===== src/rtl/xspi_sopi_target.sv =====
// Octal xSPI target endpoint: decodes cmd/48-bit addr with CRC8 protection and
// services 64-bit writes (0xA5) and reads (0xFF) against a local word array.
module xspi_sopi_target #(
  parameter int MEM_AW       = 4,
  parameter int READ_LATENCY = 6
) (
  input  logic              clk,
  input  logic              rst_n,
  input  logic              cs_n,
  input  logic [7:0]        io_in,
  output logic [7:0]        io_out,
  output logic              io_oe,
  output logic              data_strobe,
  output logic              crc_ca_error,
  output logic              crc_data_error,
  output logic              wr_commit,
  output logic [MEM_AW-1:0] wr_addr,
  output logic              busy
);

  localparam int DEPTH = 2 ** MEM_AW;

  typedef enum logic [3:0] {
    S_IDLE, S_ADDR, S_CA_CRC, S_WR_DATA, S_WR_CRC,
    S_RD_ECHO, S_RD_LAT, S_RD_DATA, S_RD_CRC, S_WAIT_CS
  } state_e;

  state_e            state_q, state_d;
  logic [7:0]        cnt_q, cnt_d;
  logic [7:0]        cmd_q, cmd_d;
  logic [7:0]        ca_crc_q, ca_crc_d;
  logic [7:0]        dat_crc_q, dat_crc_d;
  logic [MEM_AW-1:0] addr_q, addr_d;
  logic [MEM_AW-1:0] wr_addr_q, wr_addr_d;
  logic [63:0]       wdata_q, wdata_d;
  logic [63:0]       rdata_q, rdata_d;
  logic              ca_err_q, ca_err_d;
  logic              dat_err_q, dat_err_d;
  logic              wr_commit_q, wr_commit_d;
  logic              mem_we;
  logic [63:0]       mem_q [DEPTH];

  // CRC8, polynomial x^8+x^2+x+1, MSB first, one byte per call.
  function automatic logic [7:0] crc8_step(input logic [7:0] crc, input logic [7:0] din);
    logic [7:0] r;
    r = crc ^ din;
    for (int i = 0; i < 8; i++) begin
      r = r[7] ? ({r[6:0], 1'b0} ^ 8'h07) : {r[6:0], 1'b0};
    end
    return r;
  endfunction

  always_comb begin
    state_d     = state_q;
    cnt_d       = cnt_q;
    cmd_d       = cmd_q;
    ca_crc_d    = ca_crc_q;
    dat_crc_d   = dat_crc_q;
    addr_d      = addr_q;
    wr_addr_d   = wr_addr_q;
    wdata_d     = wdata_q;
    rdata_d     = rdata_q;
    ca_err_d    = ca_err_q;
    dat_err_d   = dat_err_q;
    wr_commit_d = 1'b0;
    mem_we      = 1'b0;
    io_oe       = 1'b0;
    io_out      = 8'h00;
    data_strobe = 1'b0;

    case (state_q)
      S_RD_ECHO: begin io_oe = 1'b1; io_out = ca_crc_q; end
      S_RD_LAT:  io_oe = 1'b1;
      S_RD_DATA: begin io_oe = 1'b1; data_strobe = 1'b1; io_out = rdata_q[63:56]; end
      S_RD_CRC:  begin io_oe = 1'b1; data_strobe = 1'b1; io_out = dat_crc_q; end
      default: ;
    endcase

    if (state_q == S_IDLE) begin
      ca_crc_d  = 8'h00;
      dat_crc_d = 8'h00;
      if (!cs_n) begin
        cmd_d     = io_in;
        ca_crc_d  = crc8_step(8'h00, io_in);
        ca_err_d  = 1'b0;
        dat_err_d = 1'b0;
        cnt_d     = 8'd0;
        state_d   = S_ADDR;
      end
    end else if (cs_n) begin
      // Abort: anything in flight is dropped, including an uncommitted write.
      state_d = S_IDLE;
    end else begin
      case (state_q)
        S_ADDR: begin
          addr_d   = MEM_AW'({addr_q, io_in});
          ca_crc_d = crc8_step(ca_crc_q, io_in);
          cnt_d    = cnt_q + 8'd1;
          if (cnt_q == 8'd5) state_d = S_CA_CRC;
        end
        S_CA_CRC: begin
          cnt_d   = 8'd0;
          state_d = S_WAIT_CS;
          if (io_in != ca_crc_q) begin
            ca_err_d = 1'b1;
          end else if (cmd_q == 8'hA5) begin
            state_d = S_WR_DATA;
          end else if (cmd_q == 8'hFF) begin
            rdata_d = mem_q[addr_q];
            state_d = S_RD_ECHO;
          end
        end
        S_WR_DATA: begin
          wdata_d   = {wdata_q[55:0], io_in};
          dat_crc_d = crc8_step(dat_crc_q, io_in);
          cnt_d     = cnt_q + 8'd1;
          if (cnt_q == 8'd7) state_d = S_WR_CRC;
        end
        S_WR_CRC: begin
          if (io_in == dat_crc_q) begin
            mem_we      = 1'b1;
            wr_commit_d = 1'b1;
            wr_addr_d   = addr_q;
          end else begin
            dat_err_d = 1'b1;
          end
          state_d = S_WAIT_CS;
        end
        S_RD_ECHO: begin
          cnt_d   = 8'd0;
          state_d = (READ_LATENCY <= 1) ? S_RD_DATA : S_RD_LAT;
        end
        S_RD_LAT: begin
          cnt_d = cnt_q + 8'd1;
          if (cnt_q == 8'(READ_LATENCY - 2)) begin
            cnt_d   = 8'd0;
            state_d = S_RD_DATA;
          end
        end
        S_RD_DATA: begin
          rdata_d   = {rdata_q[55:0], 8'h00};
          dat_crc_d = crc8_step(dat_crc_q, rdata_q[63:56]);
          cnt_d     = cnt_q + 8'd1;
          if (cnt_q == 8'd7) state_d = S_RD_CRC;
        end
        S_RD_CRC: state_d = S_WAIT_CS;
        default:  ;
      endcase
    end
  end

  always_ff @(posedge clk or negedge rst_n) begin
    if (!rst_n) state_q <= S_IDLE;
    else        state_q <= state_d;
  end

  always_ff @(posedge clk or negedge rst_n) begin
    if (!rst_n) begin
      cnt_q       <= '0;
      cmd_q       <= '0;
      ca_crc_q    <= '0;
      dat_crc_q   <= '0;
      addr_q      <= '0;
      wr_addr_q   <= '0;
      wdata_q     <= '0;
      rdata_q     <= '0;
      ca_err_q    <= 1'b0;
      dat_err_q   <= 1'b0;
      wr_commit_q <= 1'b0;
    end else begin
      cnt_q       <= cnt_d;
      cmd_q       <= cmd_d;
      ca_crc_q    <= ca_crc_d;
      dat_crc_q   <= dat_crc_d;
      addr_q      <= addr_d;
      wr_addr_q   <= wr_addr_d;
      wdata_q     <= wdata_d;
      rdata_q     <= rdata_d;
      ca_err_q    <= ca_err_d;
      dat_err_q   <= dat_err_d;
      wr_commit_q <= wr_commit_d;
    end
  end

  always_ff @(posedge clk or negedge rst_n) begin
    if (!rst_n) begin
      for (int i = 0; i < DEPTH; i++) mem_q[i] <= '0;
    end else if (mem_we) begin
      mem_q[addr_q] <= wdata_q;
    end
  end

  assign crc_ca_error   = ca_err_q;
  assign crc_data_error = dat_err_q;
  assign wr_commit      = wr_commit_q;
  assign wr_addr        = wr_addr_q;
  assign busy           = (state_q != S_IDLE);

endmodule


===== config.mk =====
export PLATFORM = sky130hd
export DESIGN_NAME = xspi_sopi_target
export DESIGN_NICKNAME = d
export VERILOG_FILES = /design/src/rtl/xspi_sopi_target.sv
export SDC_FILE = /design/constraint.sdc
export NUM_CORES = 2
export LEC_CHECK = 0
export CAP_MARGIN = 20
export CELL_PAD_IN_SITES_DETAIL_PLACEMENT = 1
export CELL_PAD_IN_SITES_GLOBAL_PLACEMENT = 2
export CORE_AREA = 2 2 360 362
export CTS_CLUSTER_DIAMETER = 100
export CTS_CLUSTER_SIZE = 24
export DETAILED_ROUTE_END_ITERATION = 8
export DIE_AREA = 0 0 362 364
export MAX_ROUTING_LAYER = met4
export PLACE_DENSITY_LB_ADDON = 0.1
export SETUP_SLACK_MARGIN = 0.02
export SYNTH_ARGS = -nofsm -noshare
export SYNTH_HDL_FRONTEND = slang
export SYNTH_SLANG_ARGS = --single-unit

===== constraint.sdc =====
create_clock -name clk -period 2.94 [get_ports clk]
set_input_delay 0.735 -clock clk [delete_from_list [all_inputs] [get_ports clk]]
set_output_delay 0.735 -clock clk [all_outputs]
set_load 0.03 [all_outputs]

==> impl_metrics.ini <==
[logic_synthesis]
synth_edf_count = 0
synthArstFlopShare_pct = 100.0
synth_ff_type = dfrtp_1
synthTopCellsByCount = 1,199 x dfrtp_1, 1,132 x mux2_2, 208 x mux4_2, 165 x o21ai_0, 115 x buf_2
syn_nets = 3699
syn_inst = 3679
synth.avg_cell_area_um2 = 14.90
yosysWarnings = 0
synth_top_area_share_pct = 54.75
synth_seq_cells = 1199
synth_cell_types = 61
synth.most_common_cell = dfrtp_1
netlist_area_um2 = 54800
yosysTopAreaCell = dfrtp_1
synthTopCellsByArea = dfrtp_1 55%, mux2_2 23%, mux4_2 8.5%, mux2_1 1.8%, o21ai_0 1.5%
ys_seq_area_share_pct = 54.75

[placement]
dpl_cell_area_um2 = 59580
place_inst = 5339
place_hpwl_mm = 99.87
pre_cts_ws_ns = -0.6698
io_buffer_count = 28
finalWeightedCongestion = 0.8035

[floorplanning]
num_io_pins = 29
die_w_um = 362
die_h_um = 364
core_um2 = 128300
fp.dieArea_um2 = 131800
row_count = 132
initial_core_util_pct = 42.70

[timing]
fmax_ghz = 0.3260
hold_violations = 0
post-route-period-util_pct = 104.3
tightest_slew_ns = 1.019
fin_ws_ns = -0.1278
setup_tns_ns = -0.5001
worst_hold_slack_ns = 0.4820
final.min_clock_period_ns = 3.068
setup-violations-final = 7
rsz0062_at_grt = yes
max_slew_margin_pct = 31.20
slew_violations = 0
fin_skew_ns = 0.01917

[clocking]
clock_tree.root_cell = clkbuf_16
cts.clk_slew.worst_paths_ns = 0.10
tritoncts = built
cts_buffers = 57
clock_latency_ns = 0.71
cts.sinks = 1199
cts_htree_levels = 2
clockBufferDepth = 3

[setup_path]
required_ns = 2.20
crit_chain = buf_6 > nor3b_4 > buf_12 > a222oi_1 > inv_1 > buf_12
cp_slowest_stage_delay_ns = 0.47
setup.worst_path.end_class = output port
critPathLaunchType = register
ff2ff_path_depth = 9
crit_arrival_ns = 2.33
path_common_cell = buf_12
crit_type = register to output port
path_max_fanout = 8
slowest_stage = dfrtp_2

[outcome]
status = finished, violations left
violations = setup timing

[grt]
grt_first_pass_wirelength_mm = 239.4
grt_max_degree = 94
grtUsageTotal_pct = 24.76
overflow = 0
antenna_found_initial = 1
grt_pass1_vias = 35890

[final_layout]
num-fill-cells = 12240
area_delta_synth_final_pct = 12.44
nets = 3776
diodes = 0
utilization_pct = 48.01
fin_area_um2 = 61620
drive_above_1_share_pct = 47.49
stdcell_count = 5444

[power_and_ir_drop]
power.total_mw = 40.55
vdd_drop_max_mv = 0.4697
power_density_nw_per_um2 = 658.1
power_leakage_nw = 29.27

[drt]
vias_per_cell = 5.905
drt_iter0_markers = 1997
wire_per_inst_um = 28.78
drc_errors = 0
antenna_left = 0
drt_pre_antenna_iters = 6
routed_wl_mm = 156.7
via_count = 32150

[hold_path]
holdPathStages = 2
hp-class = register to register

[run]
maxCapViolCount = 0
==> cell type report <==
cell class / count / area (um^2) / area share (%)
Tap cell: 1675 / 2096 / 3.401
Timing Repair Buffer: 342 / 4289 / 6.961
Clock buffer: 64 / 1505 / 2.443
Inverter: 19 / 76.32 / 0.1239
Sequential cell: 1199 / 30020 / 48.72
Multi-Input combinational cell: 2137 / 23560 / 38.23
Clock inverter: 8 / 72.57 / 0.1178
==> worst max-delay path, delay by kind of cell, from the launching register on <==
kind | cells | cell delay, ns
AO/OA/AOI/OAI | 1 | 0.43
buffers and inverters | 4 | 0.59
flip-flops | 1 | 0.47
AND/OR/NAND/NOR | 1 | 0.14
==> cell usage in the layout (no fill, tap or decap), drive strengths merged, types with 9 or more instances in the layout <==
cell,instances
nor2,31
buf,324
inv,22
clkdlybuf4s50,16
o22ai,58
nor4,9
xor2,22
dfrtp,1199
ha,9
nor3,26
o221ai,54
mux2i,50
clkbuf,65
a21oi,11
mux2,1219
mux4,208
o21ai,165
nand2,102
nand3,14
xnor2,48
==> path summary, 6_finish.rpt <==
check                        startpoint          end  slack, ns
min in group asynchronous         rst_n  rdata_q[50]       0.62
setup reg to reg           dat_crc_q[3]   mem_q[687]       0.09
setup / recovery             state_q[0]    io_out[3]      -0.13
hold / removal              rdata_q[35]  rdata_q[35]       0.48
max in group asynchronous         rst_n   mem_q[467]       1.26
hold reg to reg             rdata_q[35]  rdata_q[35]       0.48
==> sequential cells by signal (all words and copies together) (netlist names) <==
signal and cells:
cnt_q 8, ca_crc_q 8, crc_data_error 1, rdata_q 64, wr_commit 1, state_q 4, dat_crc_q 8, cmd_q 8
wdata_q 64, mem_q 1024, addr_q 4, wr_addr 4, crc_ca_error 1
==> what timing repair did <==
| action | 4_1_cts | 5_1_grt |
|---|---|---|
| hold buffers | 1 | 0 |
| pin swaps | 10 | 13 |
| cloned | 1 | 2 |
| endpoints found under the hold margin | 9 | 0 |
| resized for setup | 29 | 22 |
| setup endpoints to repair | 10 | 132 |
| setup buffers | 19 | 13 |
==> power breakdown <==
group          total [mW]  switching, mW  internal [mW]
sequential           19.3           2.22           17.1
combinational        12.1           6.99           5.15
clock                9.09           5.42           3.67
==> cells by family (layout without fill, tap and decap cells) <==
kind of cell	Yosys count	count (layout)	synth area share, %
muxes	1477	1477	34.51
buffers and inverters	344	433	2.728
xor gates and xnor gates	76	76	1.368
and+or+nand+nor	218	219	2.217
adders and majority gates	9	9	0.2055
AOI/OAI and AO/OA	356	356	4.222
DFF	1199	1199	54.75
==> layer usage <==
| metal | wire, um | GRT usage (%) | vias to the layer above |
|---|---|---|---|
| met4 | 3503 | 5.654 | 0 |
| met5 | 0 | - | - |
| met3 | 3721 | 1.878 | 177 |
| met1 | 70950 | 33.28 | 17840 |
| met2 | 78490 | 41.27 | 460 |
| li1 | - | - | 13670 |
No activity file was read; power rests on OpenSTA's default activity.
